[src/rtl/mem_port_arb.sv]
// rtl/mem_port_arb.sv - core/DMA arbiter for the mem_ctrl write port and read address
module mem_port_arb #(
    parameter int unsigned              ADDR_WIDTH  = 8,
    parameter int unsigned              DATA_WIDTH  = 8,
    parameter int unsigned              MAX_WAIT    = 3,
    parameter logic [ADDR_WIDTH-1:0]    STATUS_ADDR = 'h01
) (
    input  logic                  clk,
    input  logic                  reset,
    input  logic                  core_req,
    input  logic                  core_we,
    input  logic [ADDR_WIDTH-1:0] core_addr,
    input  logic [DATA_WIDTH-1:0] core_wdata,
    output logic                  core_gnt,
    output logic [DATA_WIDTH-1:0] core_rdata,
    input  logic                  dma_req,
    input  logic                  dma_we,
    input  logic [ADDR_WIDTH-1:0] dma_addr,
    input  logic [DATA_WIDTH-1:0] dma_wdata,
    output logic                  dma_gnt,
    output logic [DATA_WIDTH-1:0] dma_rdata,
    output logic                  dma_rvalid,
    output logic                  dma_err,
    output logic [ADDR_WIDTH-1:0] writeaddr,
    output logic [DATA_WIDTH-1:0] writedata,
    output logic                  write_en,
    output logic [ADDR_WIDTH-1:0] readaddr,
    input  logic [DATA_WIDTH-1:0] readdata
);

    typedef enum logic {CORE_PRI, DMA_FORCE} state_t;

    localparam logic [3:0] MAX_WAIT_C = 4'(MAX_WAIT);

    state_t                  state_q, state_d;
    logic [3:0]              wait_cnt_q, wait_cnt_d;
    logic [DATA_WIDTH-1:0]   dma_rdata_q, dma_rdata_d;
    logic                    dma_rvalid_q, dma_rvalid_d;
    logic                    dma_err_q, dma_err_d;
    logic [ADDR_WIDTH-1:0]   last_addr_q, last_addr_d;
    logic                    dma_status_wr;

    assign dma_status_wr = dma_we && (dma_addr == STATUS_ADDR);
    assign core_rdata    = readdata;
    assign dma_rdata     = dma_rdata_q;
    assign dma_rvalid    = dma_rvalid_q;
    assign dma_err       = dma_err_q;

    always_comb begin
        core_gnt = 1'b0;
        dma_gnt  = 1'b0;
        if (!reset) begin
            if (dma_req && (!core_req || state_q == DMA_FORCE)) begin
                dma_gnt = 1'b1;
            end else if (core_req) begin
                core_gnt = 1'b1;
            end
        end
    end

    // With no winner the read address parks on the last granted address.
    always_comb begin
        write_en  = 1'b0;
        writeaddr = last_addr_q;
        writedata = core_wdata;
        readaddr  = last_addr_q;
        if (reset) begin
            writeaddr = '0;
            writedata = '0;
            readaddr  = '0;
        end else if (dma_gnt) begin
            writeaddr = dma_addr;
            writedata = dma_wdata;
            readaddr  = dma_addr;
            write_en  = dma_we && !dma_status_wr;
        end else if (core_gnt) begin
            writeaddr = core_addr;
            writedata = core_wdata;
            readaddr  = core_addr;
            write_en  = core_we;
        end
    end

    always_comb begin
        state_d      = state_q;
        wait_cnt_d   = wait_cnt_q;
        dma_rvalid_d = dma_gnt && !dma_we;
        dma_err_d    = dma_gnt && dma_status_wr;
        dma_rdata_d  = dma_rvalid_d ? readdata : dma_rdata_q;
        last_addr_d  = (core_gnt || dma_gnt) ? readaddr : last_addr_q;

        if (dma_gnt) begin
            wait_cnt_d = 4'd0;
        end else if (dma_req && wait_cnt_q != 4'd15) begin
            wait_cnt_d = wait_cnt_q + 4'd1;
        end

        case (state_q)
            CORE_PRI: begin
                if (wait_cnt_d >= MAX_WAIT_C) begin
                    state_d = DMA_FORCE;
                end
            end
            DMA_FORCE: begin
                if (dma_gnt) begin
                    state_d = CORE_PRI;
                end else if (!dma_req) begin
                    // A request withdrawn while forced is tolerated: start over.
                    state_d    = CORE_PRI;
                    wait_cnt_d = 4'd0;
                end
            end
            default: state_d = CORE_PRI;
        endcase
    end

    always_ff @(posedge clk) begin
        if (reset) begin
            state_q      <= CORE_PRI;
            wait_cnt_q   <= 4'd0;
            dma_rdata_q  <= '0;
            dma_rvalid_q <= 1'b0;
            dma_err_q    <= 1'b0;
            last_addr_q  <= '0;
        end else begin
            state_q      <= state_d;
            wait_cnt_q   <= wait_cnt_d;
            dma_rdata_q  <= dma_rdata_d;
            dma_rvalid_q <= dma_rvalid_d;
            dma_err_q    <= dma_err_d;
            last_addr_q  <= last_addr_d;
        end
    end

endmodule

[config.mk]
export PLATFORM = sky130hd
export DESIGN_NAME = mem_port_arb
export DESIGN_NICKNAME = d
export VERILOG_FILES = /design/src/rtl/mem_port_arb.sv
export SDC_FILE = /design/constraint.sdc
export NUM_CORES = 1
export LEC_CHECK = 0
export BUFFER_PORTS_ARGS = -buffer_cell sky130_fd_sc_hd__buf_2
export CAP_MARGIN = 0
export CELL_PAD_IN_SITES_DETAIL_PLACEMENT = 1
export CELL_PAD_IN_SITES_GLOBAL_PLACEMENT = 1
export CORE_ASPECT_RATIO = 1.2
export CORE_UTILIZATION = 29
export DETAILED_ROUTE_END_ITERATION = 10
export PLACE_DENSITY_LB_ADDON = 0.25
export SYNTH_ARGS = -nofsm -noshare
export SYNTH_HDL_FRONTEND = slang
export SYNTH_SLANG_ARGS = --single-unit
[constraint.sdc]
create_clock -name clk -period 2.4 [get_ports clk]
set_input_delay 0.24 -clock clk [delete_from_list [all_inputs] [get_ports clk]]
set_output_delay 0.24 -clock clk [all_outputs]
set_load 0.005 [all_outputs]
==> results of run 1 <==
metrics by stage:
step	hold slack [ns]	power [uW]	cells	utilization (%)
floorplan	0.362	527	156	-
global placement	0.468	597	276	40.0
detailed placement	0.480	599	276	40.0
CTS	0.222	849	280	41.2
global route	0.228	891	280	41.2
finish	0.222	835	280	41.2
final timing paths:
path           startpoint  cells past startpoint  slack [ns]        endpoint
min reg2reg  dma_rdata[4]                      2        0.49    dma_rdata[4]
max               state_q                      5        0.28     readaddr[4]
min           readdata[4]                      3        0.22    dma_rdata[4]
max reg2reg       state_q                      4        0.90  last_addr_q[0]
cell usage after synthesis:
library cell  instances
nor4_1                1
buf_4                16
inv_1                 2
a31oi_1               2
o22ai_1               1
mux2i_1               8
nand4_1               1
nor2b_1               2
a311oi_1              1
nor2_1               27
xor2_1                1
nand3_1               5
a211o_1               1
o21bai_1              1
nand4b_1              1
dfxtp_1              23
and2_1                2
a222oi_1              8
nor4b_1               1
a211oi_2              1
a211oi_1              1
nand2b_4              1
a21oi_1              12
nor3_1                1
clkbuf_1              4
buf_6                 2
and4b_1               1
buf_2                 2
nand2_1              23
a32oi_1               1
ha_1                  1
buf_1                 1
and3b_1               1
routing by layer:
metal  part of all wire (%)  wire length (um)  GRT usage (%)  vias to the layer above
met3                    5.0               190           3.22                        2
met1                     45              1710           21.4                      639
met2                     50              1920           29.4                       41
met4                   0.37                14           3.10                        0
met5                      0                 0              0                        -
li1                       -                 -              -                      676
cells by family (layout without fill, tap and decap cells):
| logic type | after synthesis | count (layout) |
|---|---|---|
| AO/OA/AOI/OAI | 29 | 29 |
| XOR/XNOR | 1 | 1 |
| adder cells (fa/ha/maj) | 1 | 1 |
| buffers and inverters | 27 | 97 |
| flip-flops | 23 | 23 |
| multiplexers | 8 | 8 |
| AND/OR/NAND/NOR | 67 | 67 |
power by group:
| group | leakage [uW] | internal (uW) | switching (uW) |
|---|---|---|---|
| Clock | 0.0000217 | 117 | 129 |
| Sequential | 0.000188 | 397 | 8.79 |
| Combinational | 0.000622 | 86.3 | 95.8 |
| Total | 0.000832 | 601 | 234 |
placed cells by master, fill, tap and decap left out, drive strengths merged:
master    netlist  final
clkinvlp        0      1
nor3            1      1
o22ai           1      1
dfxtp          23     23
a211o           1      1
nand4           1      1
nor4b           1      1
nand3           5      5
nand2          23     23
inv             2      2
nand2b          1      1
nor2           27     27
a21oi          12     12
a31oi           2      2
xor2            1      1
o21bai          1      1
ha              1      1
and3b           1      1
nor4            1      1
mux2i           8      8
buf            21     91
a32oi           1      1
a222oi          8      8
and4b           1      1
clkbuf          4      3
nor2b           2      2
and2            2      2
a211oi          2      2
a311oi          1      1
nand4b          1      1
registers in the layout (all words and copies together) (netlist names):
signal and cells:
state_q 1, dma_rvalid 1, last_addr_q 8, wait_cnt_q 4, dma_rdata 8, dma_err 1
worst register-to-register path, cell delays in order (launching register included):
cell	delay, ns
dfxtp_1	0.34
nand2b_4	0.16
and2_1	0.36
a222oi_1	0.47
nor2_1	0.06
cell type report:
class	instances	area [um2]	share of cell area, %
clock buffer	3	41.3	2.48
clock inverter	1	7.51	0.452
inverter	2	7.51	0.452
multi-input combinational	106	619	37.3
sequential	23	460	27.7
tap	54	67.6	4.07
timing repair buffer	91	458	27.6
==> impl_results.md, run 1 <==
* Post-CTS sizing at 0
* Final GP Congestion at ~0.77
* Leak at 0.000832 uW
* Synthesis-to-finish area growth at 32.0%
* Vias in the first global route at 1305
* Starting density of the core at a little under a third
* Design area at roughly 1700 um2
* Hold Crit Class: in -> reg
* Place WS at between 0.5 and 0.6 ns
* Vias after detailed routing at roughly 1400
* Num CTS Buffers at 3
* Site Rows at 25
* Crit Path Class: reg -> out
* Syn Nets at slightly above 200
* H-tree levels at 1
* Seq/Total Area, Yosys at 36.6%
* Drt total wl at ~3.8 mm
* Max-slew violations at 0
* Core area at 4040 um2
* Via density at between 4 and 5
* Grt total ovfl at 0
* Mux cell area share after synthesis at 6.36%
* Wire per inst at 13.7 um
* Flops & latches, synth at 23
* Synth Area in Compound Gates at around 17%
* Max_slew headroom at a little under three fifths
* Simple-Gate Fraction of Synth Area at roughly 24%
* Syn. warnings at 0
* Worst path top cell family by delay: simple AND/OR/NAND/NOR gates
* Count of hold-fix buffers inserted at cts at 0
* Drt drc at 0
* # IOs at 91
* Die Wd at 62.1 um
* # Max-Cap Violations at 0
* Max IR drop VDD at 0.224 mV
* CTS tree: yes
* Final nets at 274
* Cell area power density at 502 nW/um2
* Fmax at approximately 470 MHz
* Slowest-stage cell, CP: and2_1
* RSZ-0062 raised after global routing: no
* Filler instances at approximately 540
* CP Launch Type: flop
* Starting DRT DRC Count at between 90 and 100
* Dpl hpwl at around 3 mm
* Top cell type by total area after synthesis: dfxtp_1
* Finish-stage setup viols at 0
* WP data required at between 2 and 2.5 ns
* First-pass GRT wire length at between 6 and 7 mm
* Post-Synth Adder-Cell Area at less than 1%
* Antenna violations before repair at 0
* Status: completed
* Share of cells above drive strength 1 at around 43%
* Minimum clock period at around 2.1 ns
* Antenna-violating nets left at 0
* Overall Global Routing Usage at between 10% and 20%
* DP Area at 1610 um2
* Skew-Pair Late Insertion Delay at 0.26 ns
* Netlist cell types at 33
* CP Buf/Inv Count at 1
* Worst Slack Setup Final at between 0.2 and 0.3 ns
* Register clock-pin slew on the reported worst setup and hold paths at about 0.090 ns
* Final hold vios at 0
* Root Driver: clkbuf_8
* Synth Instances at 156
* Diode count at 0
* Setup bufs post-CTS at 0
* Setup TNS at 0 ns
* Worst Setup End Kind: output pin
* Clock sink count at 23
* Largest family of logic cells by synthesized area: simple AND/OR/NAND/NOR gates
* Crit share post-route at approximately 88%
* Detailed-router iteration count before antenna repair at 4
* Bufs on Longest Clock Path at 2
* Post-synth top area share at 36.6%
* Port bufs at 90
* Critical path fanouts, max at 17
* Avg Cell Area, Syn at between 8 and 9 um2
* Xor/xnor share of the synthesized area at less than 1%
* Largest net degree at the start of global routing at 26
* Die ar. at 4610 um2
* Clock Skew at 0.00110 ns
* CP cell instances: nand2b_4, and2_1, a222oi_1, nor2_1, buf_2
* Ranking of synthesized cells by area: dfxtp_1 37%, buf_4 9.5%, nor2_1 8.1%
* Worst Max-Slew Pin Slew at 0.652 ns
* Synthesized area at 1260 um2
* Die Y at roughly 74 um
* WP data arrival at 1.88 ns
* Slowest stage delay, CP at between 0.5 and 0.6 ns
Note: power is estimated with default switching activity, not from simulation.
==> run 2, diff against run 1 <==
ABC_AREA = 1   (was unset)
PLACE_DENSITY = 0.87   (was unset)
PLACE_DENSITY_LB_ADDON = unset   (was 0.25)
==> run 2 against run 1 <==
Effect of this change:
- worst setup slack gained 0.18 ns
- register-to-register slack is essentially flat
- via count grew 12%
- critical path depth grew 4
- clock power is essentially flat
- maximum frequency grew 9.2%
- sequential share of layout area shrank 1.7 points
- synthesized cell count grew 29%
- final cell count grew 19%
- non-clock buffer count is the same
- critical endpoint is now writeaddr[7]
- largest cell class unchanged
==> impl_results.md, run 2 <==
* Max-slew violations at 0 (unchanged)
* Die ar. at 4950 um2 (+7.3%)
* Most Used Layer, Global Route: met2
* Final GP Congestion at 0.764 (-0.30%)
* Most common cell after layout, fill and taps aside: buf_2
* Clock group share of total power at 28.6% (-0.9 points)
* Hold Crit Class: in -> reg
* Reg power frac at 47.9% (-0.8 points)
* Bufs on Longest Clock Path at 2 (unchanged)
* Filler instances at 629 (+16%)
* Core area at 4360 um2 (+8.0%)
* Place WS at 0.680 ns (+0.111 ns)
* Final nets at 324 (+18%)
* Worst Setup End Kind: output pin
* # IOs at 91 (unchanged)
* Cell count after placement at 328 (+19%)
* Finish-stage setup viols at 0 (unchanged)
* Max_slew headroom at 67.0% (+11 points)
* Diode count at 0 (unchanged)
* Worst Slack Setup Final at 0.462 ns (+0.177 ns)
* Register clock-pin slew on the reported worst setup and hold paths at 0.08 ns (about the same)
* Final hold vios at 0 (unchanged)
* Crit Path Class: reg -> out
* Detailed-router iteration count before antenna repair at 3 (-1)
* Overall Global Routing Usage at 16.9% (+0.31 points)
* Seq/Total Area, Yosys at 34.0% (-2.6 points)
* Worst Max-Slew Pin Slew at 0.490 ns (-0.162 ns)
* Syn. warnings at 0 (unchanged)
* Setup bufs post-CTS at 0 (unchanged)
* Drt total wl at 4.02 mm (+4.9%)
* Starting DRT DRC Count at 45 (-52%)
* Syn Nets at 249 (+23%)
* First-pass GRT wire length at 6.74 mm (+8.4%)
* Combinational power share at 23.5% (+1.7 points)
* H-tree levels at 1 (unchanged)
* Antenna violations before repair at 0 (unchanged)
* Root Driver: clkbuf_8
* CP Launch Type: flop
* Critical path fanouts, max at 11 (-6)
* Netlist cell types at 23 (-30%)
* Synthesized area at 1350 um2 (+7.6%)
* Starting density of the core at 31.1% (-0.14 points)
* Most frequent cells in the layout: 90 x buf_2, 77 x nand2_1, 23 x dfxtp_1
* Final core utilization at 40.6% (-0.59 points)
* Site Rows at 26 (+4.0%)
* Avg Cell Area, Syn at 6.70 um2 (-17%)
* Top cell type by total area after synthesis: dfxtp_1
* Via density at 4.57 (-5.8%)
* Synth async-reset ratio at 0% (unchanged)
* Grt total ovfl at 0 (unchanged)
* WP data arrival at 1.70 ns (-0.18 ns)
* Vias in the first global route at 1615 (+24%)
* Share of cells above drive strength 1 at 38.4% (-4.5 points)
* Antenna-violating nets left at 0 (unchanged)
* GRT met2 Usage at 33.7% (+4.3 points)
* Post-CTS sizing at 0 (unchanged)
* Max IR drop VDD at 0.179 mV (-20%)
* Ranking of synthesized cells by area: dfxtp_1 34%, nand2_1 21%, buf_4 9.4%
* Net Switching at 245 uW (+4.8%)
* Die Wd at 64.4 um (+3.6%)
* Crit share post-route at 80.7% (-7.4 points)
* Flops & latches, synth at 23 (unchanged)
* Min Hold Slack at 0.229 ns (+0.00711 ns)
* Grt met3 use at 2.53% (-0.69 points)
* Clock Skew at 0.00159 ns (+0.000493 ns)
* Largest net degree at the start of global routing at 20 (-23%)
* Post-synth top cells: 77 x nand2_1, 23 x dfxtp_1, 19 x a21oi_1, 19 x inv_1, 17 x buf_4
* Setup TNS at 0 ns (unchanged)
* Wire per inst at 12.1 um (-12%)
* Cell area power density at 481 nW/um2 (-4.3%)
* Post-synth top area share at 34.0% (-2.6 points)
* Fmax at 516 MHz (+9.2%)
* Drt drc at 0 (unchanged)
* Clock sink count at 23 (unchanged)
* Most instantiated library cell after synthesis: nand2_1
* RSZ-0062 raised after global routing: no
* Synthesis-to-finish area growth at 30.7%
* Sw frac at 28.8% (+0.80 points)
* Synth Instances at 202 (+29%)
* Minimum clock period at 1.94 ns (-0.177 ns)
* Leak at 0.00105 uW (+26%)
* Post-Layout Cell Count at 332 (+19%)
* Die Y at 76.8 um (+3.6%)
* Count of hold-fix buffers inserted at cts at 0 (unchanged)
* Status: completed
* Vias after detailed routing at 1517 (+12%)
* Port bufs at 90 (unchanged)
* CTS tree: yes
* Num CTS Buffers at 3 (unchanged)
* Grt met1 use at 17.4% (-4.0 points)
* Number of enable flip-flop cells after synthesis at 0 (unchanged)
* Int Power at 606 uW (+0.75%)
* # Max-Cap Violations at 0 (unchanged)
* WP data required at 2.16 ns (about the same)
* Skew-Pair Late Insertion Delay at 0.26 ns (about the same)
* Prevailing post-synth register cell: dfxtp_1
* Dpl hpwl at 3.26 mm (+9.2%)
run 2: final timing paths:
check	start	endpoint	slack, ns	cells past startpoint
worst max-delay path	state_q	writeaddr[7]	0.46	9
worst min-delay path	readdata[4]	dma_rdata[4]	0.23	3
worst max register to register	wait_cnt_q[0]	state_q	0.91	8
worst min register to register	dma_rdata[6]	dma_rdata[6]	0.47	2
run 2: worst max-delay path, stage by stage (launching register included):
cell     delay [ns]
dfxtp_1        0.35
inv_2          0.05
nand2_4        0.09
nand2_8        0.07
inv_4          0.11
nor2_4         0.08
nor2_4         0.18
nand2_1        0.11
a31oi_1        0.22
buf_2          0.17
run 2: cells by family after synthesis:
family	Yosys count	share of synthesized area, %
and+or+nand+nor	111	37.9
buffers and inverters	45	18.9
DFF	23	34.0
AOI/OAI and AO/OA	22	8.32
adders and majority gates	1	0.924
run 2: per-stage QoR:
| stage | area, um2 | total power, uW |
|---|---|---|
| 2_1_floorplan | 1350 | 543 |
| 3_3_place_gp | 1720 | 612 |
| 3_5_place_dp | 1720 | 619 |
| 4_1_cts | 1770 | 869 |
| 5_1_grt | 1770 | 901 |
| 6_report | 1770 | 851 |
run 2: layout make-up:
cell class | count | area, um2 | area share (%)
Clock buffer | 4 | 45.0 | 2.55
Sequential cell | 23 | 460 | 26.0
Multi-Input combinational cell | 134 | 638 | 36.1
Inverter | 24 | 97.6 | 5.52
Timing Repair Buffer | 91 | 458 | 25.9
Tap cell | 56 | 70.1 | 3.96
run 2: power by group through the flow:
stage	Clock [uW]	Sequential [uW]	Combinational, uW
2_1_floorplan	0	414	128
3_3_place_gp	0	416	196
3_5_place_dp	0	416	203
4_1_cts	258	407	203
5_1_grt	265	409	227
6_report	243	407	200
run 2: layer usage:
layer	up-vias	share of wire, %
li1	768	-
met1	688	39
met2	59	54
met3	2	6.3
met4	0	0.82
met5	-	0
==> run 3, diff against run 2 <==
CORE_UTILIZATION = 24   (was 29)
PLACE_DENSITY = 0.77   (was 0.87)
clock period = 1.7 ns   (was 2.4 ns; I/O delays follow)
==> run 3 against run 2 <==
Effect of this change:
- the run now ends with design-rule violations, negative setup slack left
- first-iteration DRC count grew 47%
- clock power grew 46%
- flip-flop and latch count is the same
- sequential share of layout area shrank 3.9 points
- combinational power grew 90%
- non-clock buffer count grew 17
- global-route usage shrank 2.1 points
- critical path depth grew 3
- power grew 54%
- clock-buffer cell count is the same
- wire length grew 18%
- register-to-register slack lost 0.75 ns
- critical endpoint is now writeaddr[6]
- highest routed layer unchanged
==> impl_results.md, run 3 (synthesized netlist as in run 2, its figures left out) <==
* WP data arrival at 1.58 ns (-0.12 ns)
* Worst reg2reg startpoint: wait_cnt_q[0]
* Filler instances at 716 (+14%)
* Hold Crit Start: readdata[2]
* Crit Path Class: reg -> out
* Clock sink count at 23 (unchanged)
* Max-slew violations at 0 (unchanged)
* Most common cell after layout, fill and taps aside: buf_2
* Critical path fanouts, max at 4 (-7)
* Fmax at ~570 MHz
* Worst path top cell family by delay: simple AND/OR/NAND/NOR gates
* Starting density of the core at 25.2% (-5.8 points)
* Overall Global Routing Usage at 14.9% (-2.1 points)
* Crit share post-route at 103%
* Cell area power density at 629 nW/um2 (+31%)
* Failing checks: design-rule violations, negative setup slack
* Drt drc at 16 (+16)
* Die Wd at 70.6 um (+9.6%)
* Place WS at 0.102 ns (-0.579 ns)
* Antenna violations before repair at 0 (unchanged)
* Starting DRT DRC Count at 66 (+47%)
* CTS tree: yes
* Share of cells above drive strength 1 at 52.2% (+14 points)
* Die ar. at 5950 um2 (+20%)
* Bufs on Longest Clock Path at 2 (unchanged)
* First-pass GRT wire length at 7.07 mm (+4.9%)
* Finish-stage setup viols at 16 (+16)
* Status: finished with violations
* CP cell instances: inv_2, nand2_4, nand2_8, inv_8, nor2_4, nor2_4, buf_6, nand2_2, nand3_2, nand2_2, inv_2, buf_6
* Synthesis-to-finish area growth at 54.3%
* Vias after detailed routing at 1619 (+6.7%)
* CP Launch Type: flop
* WP data required at 1.53 ns (-0.63 ns)
* Skew-Pair Late Insertion Delay at 0.27 ns (about the same)
* Vias in the first global route at 1622 (+0.43%)
* Via density at 4.56 (-0.19%)
* Critical path origin: state_q
* Wire per inst at 13.3 um (+9.9%)
* H-tree levels at 1 (unchanged)
* Minimum clock period at ~1.8 ns
* Num CTS Buffers at 3 (unchanged)
* Drt total wl at 4.72 mm (+18%)
* Worst Slack Setup Final at -0.0545 ns (-0.517 ns)
* Max IR drop VDD at 0.251 mV (+41%)
* Antenna-violating nets left at 0 (unchanged)
* Die Y at 84.3 um (+9.7%)
* Slowest-stage cell, CP: dfxtp_2
* Hold Crit Class: in -> reg
* Worst Max-Slew Pin Slew at 0.547 ns (+0.0569 ns)
* Min Hold Slack at 0.151 ns (-0.0785 ns)
* # Max-Cap Violations at 0 (unchanged)
* Root Driver: clkbuf_8
* Register clock-pin slew on the reported worst setup and hold paths at 0.09 ns (about the same)
* Final GP Congestion at 0.765 (+0.12%)
* Port bufs at 90 (unchanged)
* # IOs at 91 (unchanged)
* Grt total ovfl at 0 (unchanged)
* Leak at 0.00120 uW (+15%)
* Core area at 5370 um2 (+23%)
* Setup TNS at -0.393 ns (-0.393 ns)
* Slowest stage delay, CP at 0.33 ns (-0.02 ns)
* Clock Skew at 0.00207 ns (+0.000476 ns)
* CP Buf/Inv Count at 5 (+2)
* Largest net degree at the start of global routing at 20 (unchanged)
* Final nets at 341 (+5.2%)
* Final hold vios at 0 (unchanged)
* RSZ-0062 raised after global routing: yes
* Most frequent cells in the layout: 83 x buf_2, 62 x nand2_1, 22 x dfxtp_1
* Worst Setup End Kind: output pin
* Detailed-router iteration count before antenna repair at 7 (+4)
* Diode count at 0 (unchanged)
* Dpl hpwl at 3.14 mm (-3.5%)
* Site Rows at 29 (+12%)
* Max_slew headroom at 63.2% (-3.8 points)
-- run 3: cell type report --
class,count,area (um2),share of cell area (%)
flip-flops and latches,23,462,22.1
well taps,62,77.6,3.71
repair buffers,108,657,31.4
clock buffers,4,45.0,2.16
inverters,24,108,5.15
multi-input cells,134,741,35.4
-- run 3: repair_timing --
action                                  CTS  global route
gates resized for setup                  24            25
setup buffers                            11             4
pin swaps                                 4             4
endpoints found under the setup margin   17            17
hold buffers                              0             0
cloned                                    0             0
-- run 3: path summary, 6_finish.rpt --
kind / endpoint / slack (ns) / cells after the start
worst max register to register: state_q / 0.16 / 8
worst max-delay path: writeaddr[6] / -0.05 / 12
worst min register to register: dma_rdata[0] / 0.47 / 2
worst min-delay path: dma_rdata[2] / 0.15 / 3
-- run 3: worst min-delay path, delay by kind of cell --
kind / cells / cell delay (ns)
and+or+nand+nor: 1 / 0.05
AOI/OAI and AO/OA: 1 / 0.05
buffers and inverters: 1 / 0.10
-- run 3: layer usage --
layer  track usage [%]  wire length (um)  vias up
met5                 0                 0        -
met3              1.80               266       12
met1              16.7              1840      749
met2              27.8              2490       61
li1                  -                 -      797
met4              6.55               125        0
-- run 3: metrics by stage --
| step | instances | area, um2 | total power [uW] | utilization, % |
|---|---|---|---|---|
| global route | 355 | 2090 | 1380 | 38.9 |
| detailed placement | 336 | 1750 | 878 | 32.5 |
| floorplan | 202 | 1350 | 766 | - |
| CTS | 351 | 1950 | 1280 | 36.3 |
| global placement | 336 | 1750 | 871 | 32.5 |
| finish | 355 | 2090 | 1310 | 38.9 |
-- run 3: report_power, final --
part / internal (uW) / switching, uW
clock: 168 / 187
combinational: 186 / 194
sequential: 563 / 15.6
total: 916 / 397
